<file path="src/rtl/reg_access_master_if.sv">
// Host command/response and register-bus signals of reg_access_master.
// master modport: the access master (host command in, response out, drives the register bus).
// slave modport:  the surroundings (host side plus register responder).
interface reg_access_master_if #(
    parameter int unsigned DATA_WIDTH = 8,
    parameter int unsigned ADDR_WIDTH = 8
);
    localparam int unsigned BW = 4 * DATA_WIDTH;

    // host command channel
    logic                  cmd_valid;
    logic                  cmd_ready;
    logic                  cmd_wnr;
    logic [1:0]            cmd_size;
    logic [ADDR_WIDTH-1:0] cmd_addr;
    logic [BW-1:0]         cmd_wdata;
    // host response channel
    logic                  rsp_valid;
    logic                  rsp_ready;
    logic [BW-1:0]         rsp_rdata;
    logic                  rsp_error;
    // register bus
    logic [1:0]            req;
    logic                  wnr;
    logic [ADDR_WIDTH-1:0] address;
    logic [BW-1:0]         data_in;
    logic                  ack;
    logic [BW-1:0]         data_out;

    modport master (
        input  cmd_valid, cmd_wnr, cmd_size, cmd_addr, cmd_wdata, rsp_ready, ack, data_out,
        output cmd_ready, rsp_valid, rsp_rdata, rsp_error, req, wnr, address, data_in
    );

    modport slave (
        output cmd_valid, cmd_wnr, cmd_size, cmd_addr, cmd_wdata, rsp_ready, ack, data_out,
        input  cmd_ready, rsp_valid, rsp_rdata, rsp_error, req, wnr, address, data_in
    );
endinterface

</file>
<file path="src/rtl/reg_access_master.sv">
// Register access master: takes one host command at a time, checks it, issues a
// one-cycle request on the register bus, waits for ack (with timeout) and returns
// a response held until the host accepts it.
// Ports: clk, reset (synchronous, active high), bus (reg_access_master_if.master:
// cmd_* in, rsp_* out, req/wnr/address/data_in out, ack/data_out in).
module reg_access_master #(
    parameter int unsigned DATA_WIDTH = 8,
    parameter int unsigned ADDR_WIDTH = 8,
    parameter int unsigned TIMEOUT    = 15
) (
    input  logic                       clk,
    input  logic                       reset,
    reg_access_master_if.master        bus
);
    localparam int unsigned BW  = 4 * DATA_WIDTH;
    localparam int unsigned AW1 = ADDR_WIDTH + 1;
    localparam int unsigned CW  = $clog2(TIMEOUT + 1);

    typedef enum logic [1:0] {IDLE, WAIT, RESP} state_t;

    state_t                state, state_nxt;
    logic [1:0]            req_q, req_d, size_q, size_d;
    logic                  wnr_q, wnr_d;
    logic [ADDR_WIDTH-1:0] addr_q, addr_d;
    logic [BW-1:0]         wdata_q, wdata_d, rdata_q, rdata_d, rd_mask;
    logic                  rsp_valid_q, rsp_valid_d, rsp_error_q, rsp_error_d;
    logic [CW-1:0]         cnt_q, cnt_d;
    logic [2:0]            nregs;
    logic [AW1-1:0]        last_addr;
    logic                  accept, legal, timed_out;

    // command decode: register count and range check on the last touched address
    always_comb begin
        case (bus.cmd_size)
            2'd2:    nregs = 3'd2;
            2'd3:    nregs = 3'd4;
            default: nregs = 3'd1;
        endcase
    end

    assign last_addr = {1'b0, bus.cmd_addr} + AW1'(nregs) - AW1'(1);
    assign legal     = (bus.cmd_size != 2'd0) && !last_addr[ADDR_WIDTH];
    assign accept    = bus.cmd_valid && bus.cmd_ready;
    assign timed_out = (cnt_q >= CW'(TIMEOUT));

    // read data keeps only the bytes that were requested
    always_comb begin
        case (size_q)
            2'd1:    rd_mask = BW'({DATA_WIDTH{1'b1}});
            2'd2:    rd_mask = BW'({(2 * DATA_WIDTH){1'b1}});
            default: rd_mask = {BW{1'b1}};
        endcase
    end

    // state and output registers
    always_ff @(posedge clk) begin
        if (reset) begin
            state       <= IDLE;
            req_q       <= '0;
            size_q      <= '0;
            wnr_q       <= 1'b0;
            addr_q      <= '0;
            wdata_q     <= '0;
            rsp_valid_q <= 1'b0;
            rsp_error_q <= 1'b0;
            rdata_q     <= '0;
            cnt_q       <= '0;
        end else begin
            state       <= state_nxt;
            req_q       <= req_d;
            size_q      <= size_d;
            wnr_q       <= wnr_d;
            addr_q      <= addr_d;
            wdata_q     <= wdata_d;
            rsp_valid_q <= rsp_valid_d;
            rsp_error_q <= rsp_error_d;
            rdata_q     <= rdata_d;
            cnt_q       <= cnt_d;
        end
    end

    // next-state logic; ack on the timeout cycle still counts as success
    always_comb begin
        state_nxt = state;
        case (state)
            IDLE:    if (accept) state_nxt = legal ? WAIT : RESP;
            WAIT:    if (bus.ack || timed_out) state_nxt = RESP;
            RESP:    if (bus.rsp_ready) state_nxt = IDLE;
            default: state_nxt = IDLE;
        endcase
    end

    // next values of the registered outputs; req defaults to zero so it pulses one cycle
    always_comb begin
        req_d       = '0;
        size_d      = size_q;
        wnr_d       = wnr_q;
        addr_d      = addr_q;
        wdata_d     = wdata_q;
        rsp_valid_d = rsp_valid_q;
        rsp_error_d = rsp_error_q;
        rdata_d     = rdata_q;
        cnt_d       = cnt_q;
        case (state)
            IDLE: begin
                if (accept) begin
                    size_d = bus.cmd_size;
                    if (legal) begin
                        req_d   = bus.cmd_size;
                        wnr_d   = bus.cmd_wnr;
                        addr_d  = bus.cmd_addr;
                        wdata_d = bus.cmd_wdata;
                        cnt_d   = CW'(1);
                    end else begin
                        rsp_valid_d = 1'b1;
                        rsp_error_d = 1'b1;
                        rdata_d     = '0;
                        cnt_d       = '0;
                    end
                end
            end
            WAIT: begin
                if (bus.ack) begin
                    rsp_valid_d = 1'b1;
                    rsp_error_d = 1'b0;
                    rdata_d     = wnr_q ? '0 : (bus.data_out & rd_mask);
                end else if (timed_out) begin
                    rsp_valid_d = 1'b1;
                    rsp_error_d = 1'b1;
                    rdata_d     = '0;
                end else begin
                    cnt_d = cnt_q + CW'(1);
                end
            end
            RESP: begin
                if (bus.rsp_ready) rsp_valid_d = 1'b0;
            end
            default: ;
        endcase
    end

    assign bus.cmd_ready = (state == IDLE) && !reset;
    assign bus.req       = req_q;
    assign bus.wnr       = wnr_q;
    assign bus.address   = addr_q;
    assign bus.data_in   = wdata_q;
    assign bus.rsp_valid = rsp_valid_q;
    assign bus.rsp_error = rsp_error_q;
    assign bus.rsp_rdata = rdata_q;
endmodule
</file>
<file path="src/flat_wrapper.sv">
// flat-port wrapper written by rule: the top's interface ports become plain ports
module reg_access_master_flat 
#(
    parameter int unsigned DATA_WIDTH = 8,
    parameter int unsigned ADDR_WIDTH = 8,
    parameter int unsigned TIMEOUT    = 15
)
  (clk, reset, bus_cmd_valid, bus_cmd_wnr, bus_cmd_size, bus_cmd_addr, bus_cmd_wdata, bus_rsp_ready, bus_ack, bus_data_out, bus_cmd_ready, bus_rsp_valid, bus_rsp_rdata, bus_rsp_error, bus_req, bus_wnr, bus_address, bus_data_in);
  reg_access_master_if #(.DATA_WIDTH(DATA_WIDTH), .ADDR_WIDTH(ADDR_WIDTH)) bus_i ();
  input  logic clk;
  input  logic reset;
  input wire logic [$bits(bus_i.cmd_valid)-1:0] bus_cmd_valid;
  input wire logic [$bits(bus_i.cmd_wnr)-1:0] bus_cmd_wnr;
  input wire logic [$bits(bus_i.cmd_size)-1:0] bus_cmd_size;
  input wire logic [$bits(bus_i.cmd_addr)-1:0] bus_cmd_addr;
  input wire logic [$bits(bus_i.cmd_wdata)-1:0] bus_cmd_wdata;
  input wire logic [$bits(bus_i.rsp_ready)-1:0] bus_rsp_ready;
  input wire logic [$bits(bus_i.ack)-1:0] bus_ack;
  input wire logic [$bits(bus_i.data_out)-1:0] bus_data_out;
  output wire logic [$bits(bus_i.cmd_ready)-1:0] bus_cmd_ready;
  output wire logic [$bits(bus_i.rsp_valid)-1:0] bus_rsp_valid;
  output wire logic [$bits(bus_i.rsp_rdata)-1:0] bus_rsp_rdata;
  output wire logic [$bits(bus_i.rsp_error)-1:0] bus_rsp_error;
  output wire logic [$bits(bus_i.req)-1:0] bus_req;
  output wire logic [$bits(bus_i.wnr)-1:0] bus_wnr;
  output wire logic [$bits(bus_i.address)-1:0] bus_address;
  output wire logic [$bits(bus_i.data_in)-1:0] bus_data_in;
  assign bus_i.cmd_valid = bus_cmd_valid;
  assign bus_i.cmd_wnr = bus_cmd_wnr;
  assign bus_i.cmd_size = bus_cmd_size;
  assign bus_i.cmd_addr = bus_cmd_addr;
  assign bus_i.cmd_wdata = bus_cmd_wdata;
  assign bus_i.rsp_ready = bus_rsp_ready;
  assign bus_i.ack = bus_ack;
  assign bus_i.data_out = bus_data_out;
  assign bus_cmd_ready = bus_i.cmd_ready;
  assign bus_rsp_valid = bus_i.rsp_valid;
  assign bus_rsp_rdata = bus_i.rsp_rdata;
  assign bus_rsp_error = bus_i.rsp_error;
  assign bus_req = bus_i.req;
  assign bus_wnr = bus_i.wnr;
  assign bus_address = bus_i.address;
  assign bus_data_in = bus_i.data_in;
  reg_access_master #(.DATA_WIDTH(DATA_WIDTH), .ADDR_WIDTH(ADDR_WIDTH), .TIMEOUT(TIMEOUT)) u_core (.clk(clk), .reset(reset), .bus(bus_i));
endmodule
</file>
<file path="config.mk">
export PLATFORM = sky130hd
export DESIGN_NAME = reg_access_master_flat
export DESIGN_NICKNAME = d
export VERILOG_FILES = /design/src/rtl/reg_access_master_if.sv /design/src/rtl/reg_access_master.sv /design/src/flat_wrapper.sv
export SDC_FILE = /design/constraint.sdc
export NUM_CORES = 1
export LEC_CHECK = 0
export CAP_MARGIN = 5
export CORE_ASPECT_RATIO = 1.1
export CORE_MARGIN = 4
export CORE_UTILIZATION = 44
export DETAILED_ROUTE_END_ITERATION = 8
export PLACE_DENSITY = 0.94
export SYNTH_ARGS = -nofsm -noshare
export SYNTH_HDL_FRONTEND = slang
export SYNTH_SLANG_ARGS = --single-unit
</file>
<file path="constraint.sdc">
create_clock -name clk -period 7.5 [get_ports clk]
set_clock_uncertainty 0.15 [all_clocks]
set_input_delay 1.5 -clock clk [delete_from_list [all_inputs] [get_ports clk]]
set_output_delay 1.5 -clock clk [all_outputs]
set_load 0.02 [all_outputs]
</file>
==> results of run 1 <==
==> cells in the mapped netlist (2+ instances only) <==
cell type | number | area share [%]
a21oi_1 | 9 | 1.3
and2_1 | 3 | 0.56
o41a_1 | 2 | 0.67
nor4_1 | 2 | 0.37
nor2_1 | 48 | 5.3
buf_6 | 5 | 1.7
xor2_1 | 2 | 0.52
buf_12 | 4 | 2.4
nor2b_1 | 2 | 0.37
nor3_2 | 2 | 0.59
and3_1 | 2 | 0.37
ha_1 | 10 | 3.7
nand2_1 | 12 | 1.3
buf_2 | 3 | 0.45
mux2i_1 | 40 | 12
inv_1 | 15 | 1.7
a21o_1 | 2 | 0.45
a22o_1 | 34 | 8.8
nor3_1 | 2 | 0.30
o21ai_0 | 4 | 0.59
dfxtp_1 | 85 | 51
clkbuf_1 | 4 | 0.45
==> cell families (layout without fill, tap and decap cells) <==
family	Yosys count	in the layout
xor gates and xnor gates	2	2
DFF	85	85
AOI/OAI and AO/OA	59	59
adders and majority gates	10	10
muxes	40	40
and+or+nand+nor	82	82
buffers and inverters	33	190
==> worst max path at each step <==
stage	endpoint	from	slack [ps]
global placement	u_core.bus.data_in[22]	bus_cmd_size[0]	2630
finish	u_core.bus.data_in[29]	bus_cmd_size[1]	2880
global route	u_core.bus.data_in[2]	bus_cmd_size[1]	2640
floorplan	u_core.bus.rsp_rdata[10]	bus_cmd_size[0]	3840
detailed placement	u_core.bus.data_in[29]	bus_cmd_size[1]	2510
CTS	u_core.bus.data_in[29]	bus_cmd_size[1]	2850
==> layer usage <==
layer | vias to the layer above | share of wire (%)
met2 | 128 | 46
met1 | 1292 | 43
li1 | 1397 | -
met4 | 0 | 1.3
met5 | - | 0
met3 | 15 | 9.7
==> state kept, by name, indices dropped and copies added, names as in the netlist <==
name / cells
u_core.bus.address: 8
u_core.bus.data_in: 32
u_core.bus.req: 2
u_core.bus.rsp_error: 1
u_core.bus.rsp_rdata: 32
u_core.bus.rsp_valid: 1
u_core.bus.wnr: 1
u_core.cnt_q: 4
u_core.size_q: 2
u_core.state: 2
==> placed cells by master, fill, tap and decap left out, drive strengths merged, types with 2 or more instances in the layout <==
master	count
nor2b	3
nand2	13
a22o	34
and3	2
and2	3
clkbuf	10
buf	3
nor4	2
mux2i	40
ha	10
o21ai	4
nor2	48
clkinvlp	2
xor2	2
inv	17
clkdlybuf4s50	156
a21o	2
a21oi	9
o41a	2
clkinv	2
nor3	5
dfxtp	85
==> critical path, stage by stage <==
cell             delay [ps]
clkdlybuf4s50_1         540
nand2_1                  80
ha_1                    270
inv_1                    40
ha_1                    270
nand2_1                  70
o31ai_4                 230
nor3_2                  110
nor4b_4                 600
buf_4                   590
mux2i_1                 280
nor2_1                   60
==> power groups by stage <==
stage                     Clock, mW  Sequential (mW)  Combinational [mW]
after global routing          0.326            0.478               0.173
after CTS                     0.306            0.476               0.161
after detailed placement          0            0.486               0.160
after global placement            0            0.485               0.156
after floorplan                   0            0.499              0.0743
final                         0.296            0.475               0.160
==> cell type report <==
| type | count | area, um2 | share of cell area, % |
|---|---|---|---|
| tap | 105 | 131 | 2.58 |
| clock inverter | 6 | 46.3 | 0.910 |
| clock buffer | 10 | 138 | 2.71 |
| multi-input combinational | 193 | 1430 | 28.1 |
| timing repair buffer | 159 | 1580 | 31.1 |
| sequential | 85 | 1700 | 33.5 |
| inverter | 15 | 56.3 | 1.11 |
==> flow_summary.json, run 1 <==
{
  "p_leak_nw": 1.93,
  "synth.cell_area_um2": 3370,
  "grt_use_met2_pct": 32.5,
  "drv_cap": 0,
  "use_met3_pct": 8.17,
  "pwr-share-comb_pct": 17.2,
  "switching_share_pct": 26.7,
  "cts_buffer_depth": 2,
  "async_flop_share_pct": 0,
  "cts_setup_buffers": 0,
  "via_count": 2832,
  "cts_max_level": 3,
  "finalPower_uw": 931,
  "min_from": "u_core.cnt_q[1]",
  "whs_path_depth": 2,
  "post-place-ws_ps": 2510,
  "hold_viol": 0,
  "gr-usage-met1_pct": 22.9,
  "dieArea_um2": 9120,
  "critPathLaunchType": "input pin",
  "antenna_found_initial": 0,
  "overflow": 0,
  "io_pins": 158,
  "synth_seq_cells": 85,
  "p_switching_uw": 249,
  "clkPwrFrac_pct": 31.8,
  "postPlaceCellArea_um2": 4900,
  "synth_cell_types": 41,
  "arrival_ps": 4650,
  "top_usage_layer": "met2",
  "worstMarginPinSlew_ps": 990,
  "rrSetupSlack_ps": 4480,
  "relSlewSlack_pct": 34.0,
  "pwr-share-seq_pct": 51.0,
  "rsz0062_at_grt": "false",
  "final_core_util_pct": 68.1,
  "hold_buffers": 0,
  "wl_per_cell_um": 15.2,
  "worstReg2RegEnd": "u_core.bus.data_in[29]",
  "period_needed_ps": 4620,
  "cts_tree": "yes",
  "nets": 553,
  "dieWidth_um": 91.4,
  "syn_nets": 401,
  "post_cts_resized": 0,
  "core_area_um2": 7470,
  "hold_class": "reg2reg",
  "post-route-period-util_pct": 61.6,
  "max_freq_ghz": 0.217,
  "synth_top_family_by_area": "compound AO/OA/AOI/OAI gates",
  "critPathMaxFanout": 35,
  "finalSetupViolCount": 0,
  "track_usage_pct": 19.6,
  "r2r_cells": 7,
  "dp_cells": 557,
  "synthXorXnorAreaFrac_pct": 0.520,
  "clock-sinks": 85,
  "synth_ff_type": "dfxtp_1",
  "status": "completed",
  "cts_root_buf": "clkbuf_8",
  "diodes": 0,
  "finalWorstSetupSlack_ps": 2880,
  "fillerInstances": 574,
  "first_global_vias": 2946,
  "synthSimpleGateAreaFrac_pct": 12.1,
  "p_int_uw": 682,
  "fin_area_um2": 5090,
  "insertion_delay_ps": 340,
  "cp_data_required_time_ps": 7540,
  "seq_area_frac_synth_pct": 50.5,
  "ys_warn_count": 0,
  "power.density_nw_per_um2": 183,
  "via_per_inst": 4.94,
  "synth_edf_count": 0,
  "whs_ps": 340,
  "crit_type": "in2reg",
  "wirelength_mm": 8.73,
  "gp_congestion": 0.812,
  "dr.pass1.iters": 4,
  "synth_compound_area_share_pct": 14.3,
  "drive_gt1_share_pct": 6.20,
  "endpoint_kind": "flip-flop",
  "ir_drop_mv": 0.132,
  "antenna_left": 0,
  "r2r-start": "u_core.state[1]",
  "grt_pass1_wl_mm": 14.4,
  "postSynthAreaPerCell_um2": 10.8,
  "slew_viol_final": 0,
  "die_h_um": 99.8,
  "synth.area.mux_share_pct": 11.9,
  "area_growth_pct": 51.0,
  "holdPathEnd": "u_core.cnt_q[1]",
  "grt_max_degree": 55,
  "syn_inst": 311,
  "cts_made_buffers": 9,
  "fin_cells": 573,
  "dp_hpwl_mm": 6.71,
  "rows": 33,
  "port_buffers": 157,
  "initial_core_util_pct": 45.1,
  "cts.reportedPaths.clkPinSlew_ps": 80,
  "tns_ps": 0,
  "drt_iter0_markers": 61,
  "drcViolationCount": 0,
  "synth_adder_area_share_pct": 3.71
}
(Power assumes the default switching activity.)
==> inputs of run 2 (changes only) <==
--- a/config.mk
+++ b/config.mk
@@ -8,9 +8,9 @@
 export CAP_MARGIN = 5
 export CORE_ASPECT_RATIO = 1.1
 export CORE_MARGIN = 4
-export CORE_UTILIZATION = 44
+export CORE_UTILIZATION = 37
 export DETAILED_ROUTE_END_ITERATION = 8
-export PLACE_DENSITY = 0.94
+export PLACE_DENSITY = 0.85
 export SYNTH_ARGS = -nofsm -noshare
 export SYNTH_HDL_FRONTEND = slang
 export SYNTH_SLANG_ARGS = --single-unit
==> constraint.sdc (replaced) <==
create_clock -name clk -period 4 [get_ports clk]
set_clock_uncertainty 0.15 [all_clocks]
set_input_delay 0.8 -clock clk [delete_from_list [all_inputs] [get_ports clk]]
set_output_delay 0.8 -clock clk [all_outputs]
set_load 0.02 [all_outputs]
==> flow_summary.json, run 2 (synthesis gave the netlist of run 1 again) <==
{
  "cts_tree": "yes",
  "power.density_nw_per_um2": 337,
  "hold_buffers": 0,
  "critPathMaxStageDelay_ps": 680,
  "layout.cells.most_common_list": "clkdlybuf4s50_1, dfxtp_1, nor2_1",
  "first_global_vias": 2968,
  "drt_iter0_markers": 70,
  "tns_ps": 0,
  "critPathLaunchType": "input pin",
  "post-route-period-util_pct": 89.5,
  "post-place-ws_ps": 41.8,
  "antenna_found_initial": 0,
  "worstSetupStartpoint": "bus_cmd_size[1]",
  "hold_class": "reg2reg",
  "relSlewSlack_pct": 55.8,
  "r2r-start": "u_core.state[0]",
  "critical_path_buf_inv_count": 2,
  "nets": 555,
  "fillerInstances": 752,
  "critPathMaxFanout": 32,
  "hold_viol": 0,
  "drv_cap": 0,
  "slew_viol_final": 0,
  "dieWidth_um": 99.0,
  "worstMarginPinSlew_ps": 663,
  "cts_root_buf": "clkbuf_8",
  "min_from": "u_core.cnt_q[1]",
  "endpoint": "u_core.bus.rsp_rdata[9]",
  "track_usage_pct": 16.4,
  "cp_top_family": "compound AO/OA/AOI/OAI gates",
  "rrSetupSlack_ps": 1540,
  "period_needed_ps": 3580,
  "wl_per_cell_um": 14.9,
  "post_cts_resized": 0,
  "endpoint_kind": "flip-flop",
  "die_h_um": 108,
  "io_pins": 158,
  "initial_core_util_pct": 38.0,
  "cts_max_level": 3,
  "core_area_um2": 8870,
  "via_count": 2849,
  "area_growth_pct": 51.7,
  "p_leak_nw": 1.94,
  "cts_buffer_depth": 2,
  "crit_chain": "clkdlybuf4s50_1, nand2_1, ha_1, inv_1, ha_1, nand2_1, o31ai_4, nor3_2, nor3b_2, a32o_2, a22o_1",
  "ir_drop_mv": 0.189,
  "crit_type": "in2reg",
  "wirelength_mm": 8.70,
  "grt_max_degree": 54,
  "grt_pass1_wl_mm": 14.0,
  "diodes": 0,
  "gp_congestion": 0.814,
  "rsz0062_at_grt": "false",
  "dp_hpwl_mm": 6.64,
  "whs_path_depth": 2,
  "r2r_cells": 5,
  "worst_path_max_delay_cell": "a32o_2",
  "overflow": 0,
  "via_per_inst": 4.88,
  "drcViolationCount": 0,
  "max_freq_ghz": 0.279,
  "status": "completed",
  "crit_cells": 11,
  "finalSetupViolCount": 0,
  "port_buffers": 157,
  "arrival_ps": 3720,
  "clock-sinks": 85,
  "dr.pass1.iters": 6,
  "finalWorstSetupSlack_ps": 418,
  "dieArea_um2": 10700,
  "worstReg2RegEnd": "u_core.bus.rsp_rdata[21]",
  "insertion_delay_ps": 350,
  "drive_gt1_share_pct": 6.17,
  "cts_made_buffers": 9,
  "final_common_cell": "clkdlybuf4s50_1",
  "rows": 36,
  "cp_data_required_time_ps": 4140,
  "cts_setup_buffers": 0,
  "antenna_left": 0,
  "cts.reportedPaths.clkPinSlew_ps": 80
}
## run 2: cell count changes in the layout (fill, tap and decap cells not counted), sizes merged
cell,before,now
buf,3,5
clkinv,2,3
clkbuf,10,11
inv,17,15
## run 2: how the worst min path moves through the flow
stage | endpoint | slack [ps]
CTS | u_core.cnt_q[1] | 330
detailed placement | u_core.bus.rsp_rdata[30] | 310
global route | u_core.bus.rsp_rdata[18] | 360
floorplan | u_core.size_q[1] | 290
finish | u_core.cnt_q[1] | 330
global placement | u_core.cnt_q[1] | 310
## run 2: cell type report
| class | count | area [um2] | share of cell area, % |
|---|---|---|---|
| clock inverters | 5 | 37.5 | 0.735 |
| flip-flops and latches | 85 | 1700 | 33.3 |
| repair buffers | 161 | 1610 | 31.5 |
| multi-input cells | 193 | 1430 | 28.0 |
| well taps | 114 | 143 | 2.79 |
| clock buffers | 11 | 131 | 2.57 |
| inverters | 15 | 56.3 | 1.10 |
## run 2: stage by stage
stage | instance area, um2 | util, % | power, mW | std cells | hold WS (ps)
after detailed placement | 4940 | 55.7 | 1.22 | 568 | 315
after floorplan | 3370 | - | 1.08 | 311 | 292
after global routing | 5110 | 57.6 | 1.80 | 584 | 357
after global placement | 4940 | 55.7 | 1.21 | 568 | 310
final | 5110 | 57.6 | 1.72 | 584 | 332
after CTS | 5110 | 57.6 | 1.75 | 584 | 331
## run 2: tightest hold or removal path: cells and delay by family, from the launching register on
family | cells | cell delay [ps]
flops | 1 | 330
compound gates | 1 | 50
simple gates | 1 | 60
## run 2: routing by layer
metal  share of wire, %  routed length, um  GRT usage [%]  vias to the layer above
li1                   -                  -              -                     1393
met1                 42               3660           18.4                     1316
met2                 46               4000           27.7                      131
met3                 11                946           7.48                        9
met4                1.1                 98           5.27                        0
met5                  0                  0              0                        -
## run 2: where the power goes
group          switching, mW  internal, mW
combinational          0.140         0.162
sequential            0.0184         0.873
clock                  0.302         0.227
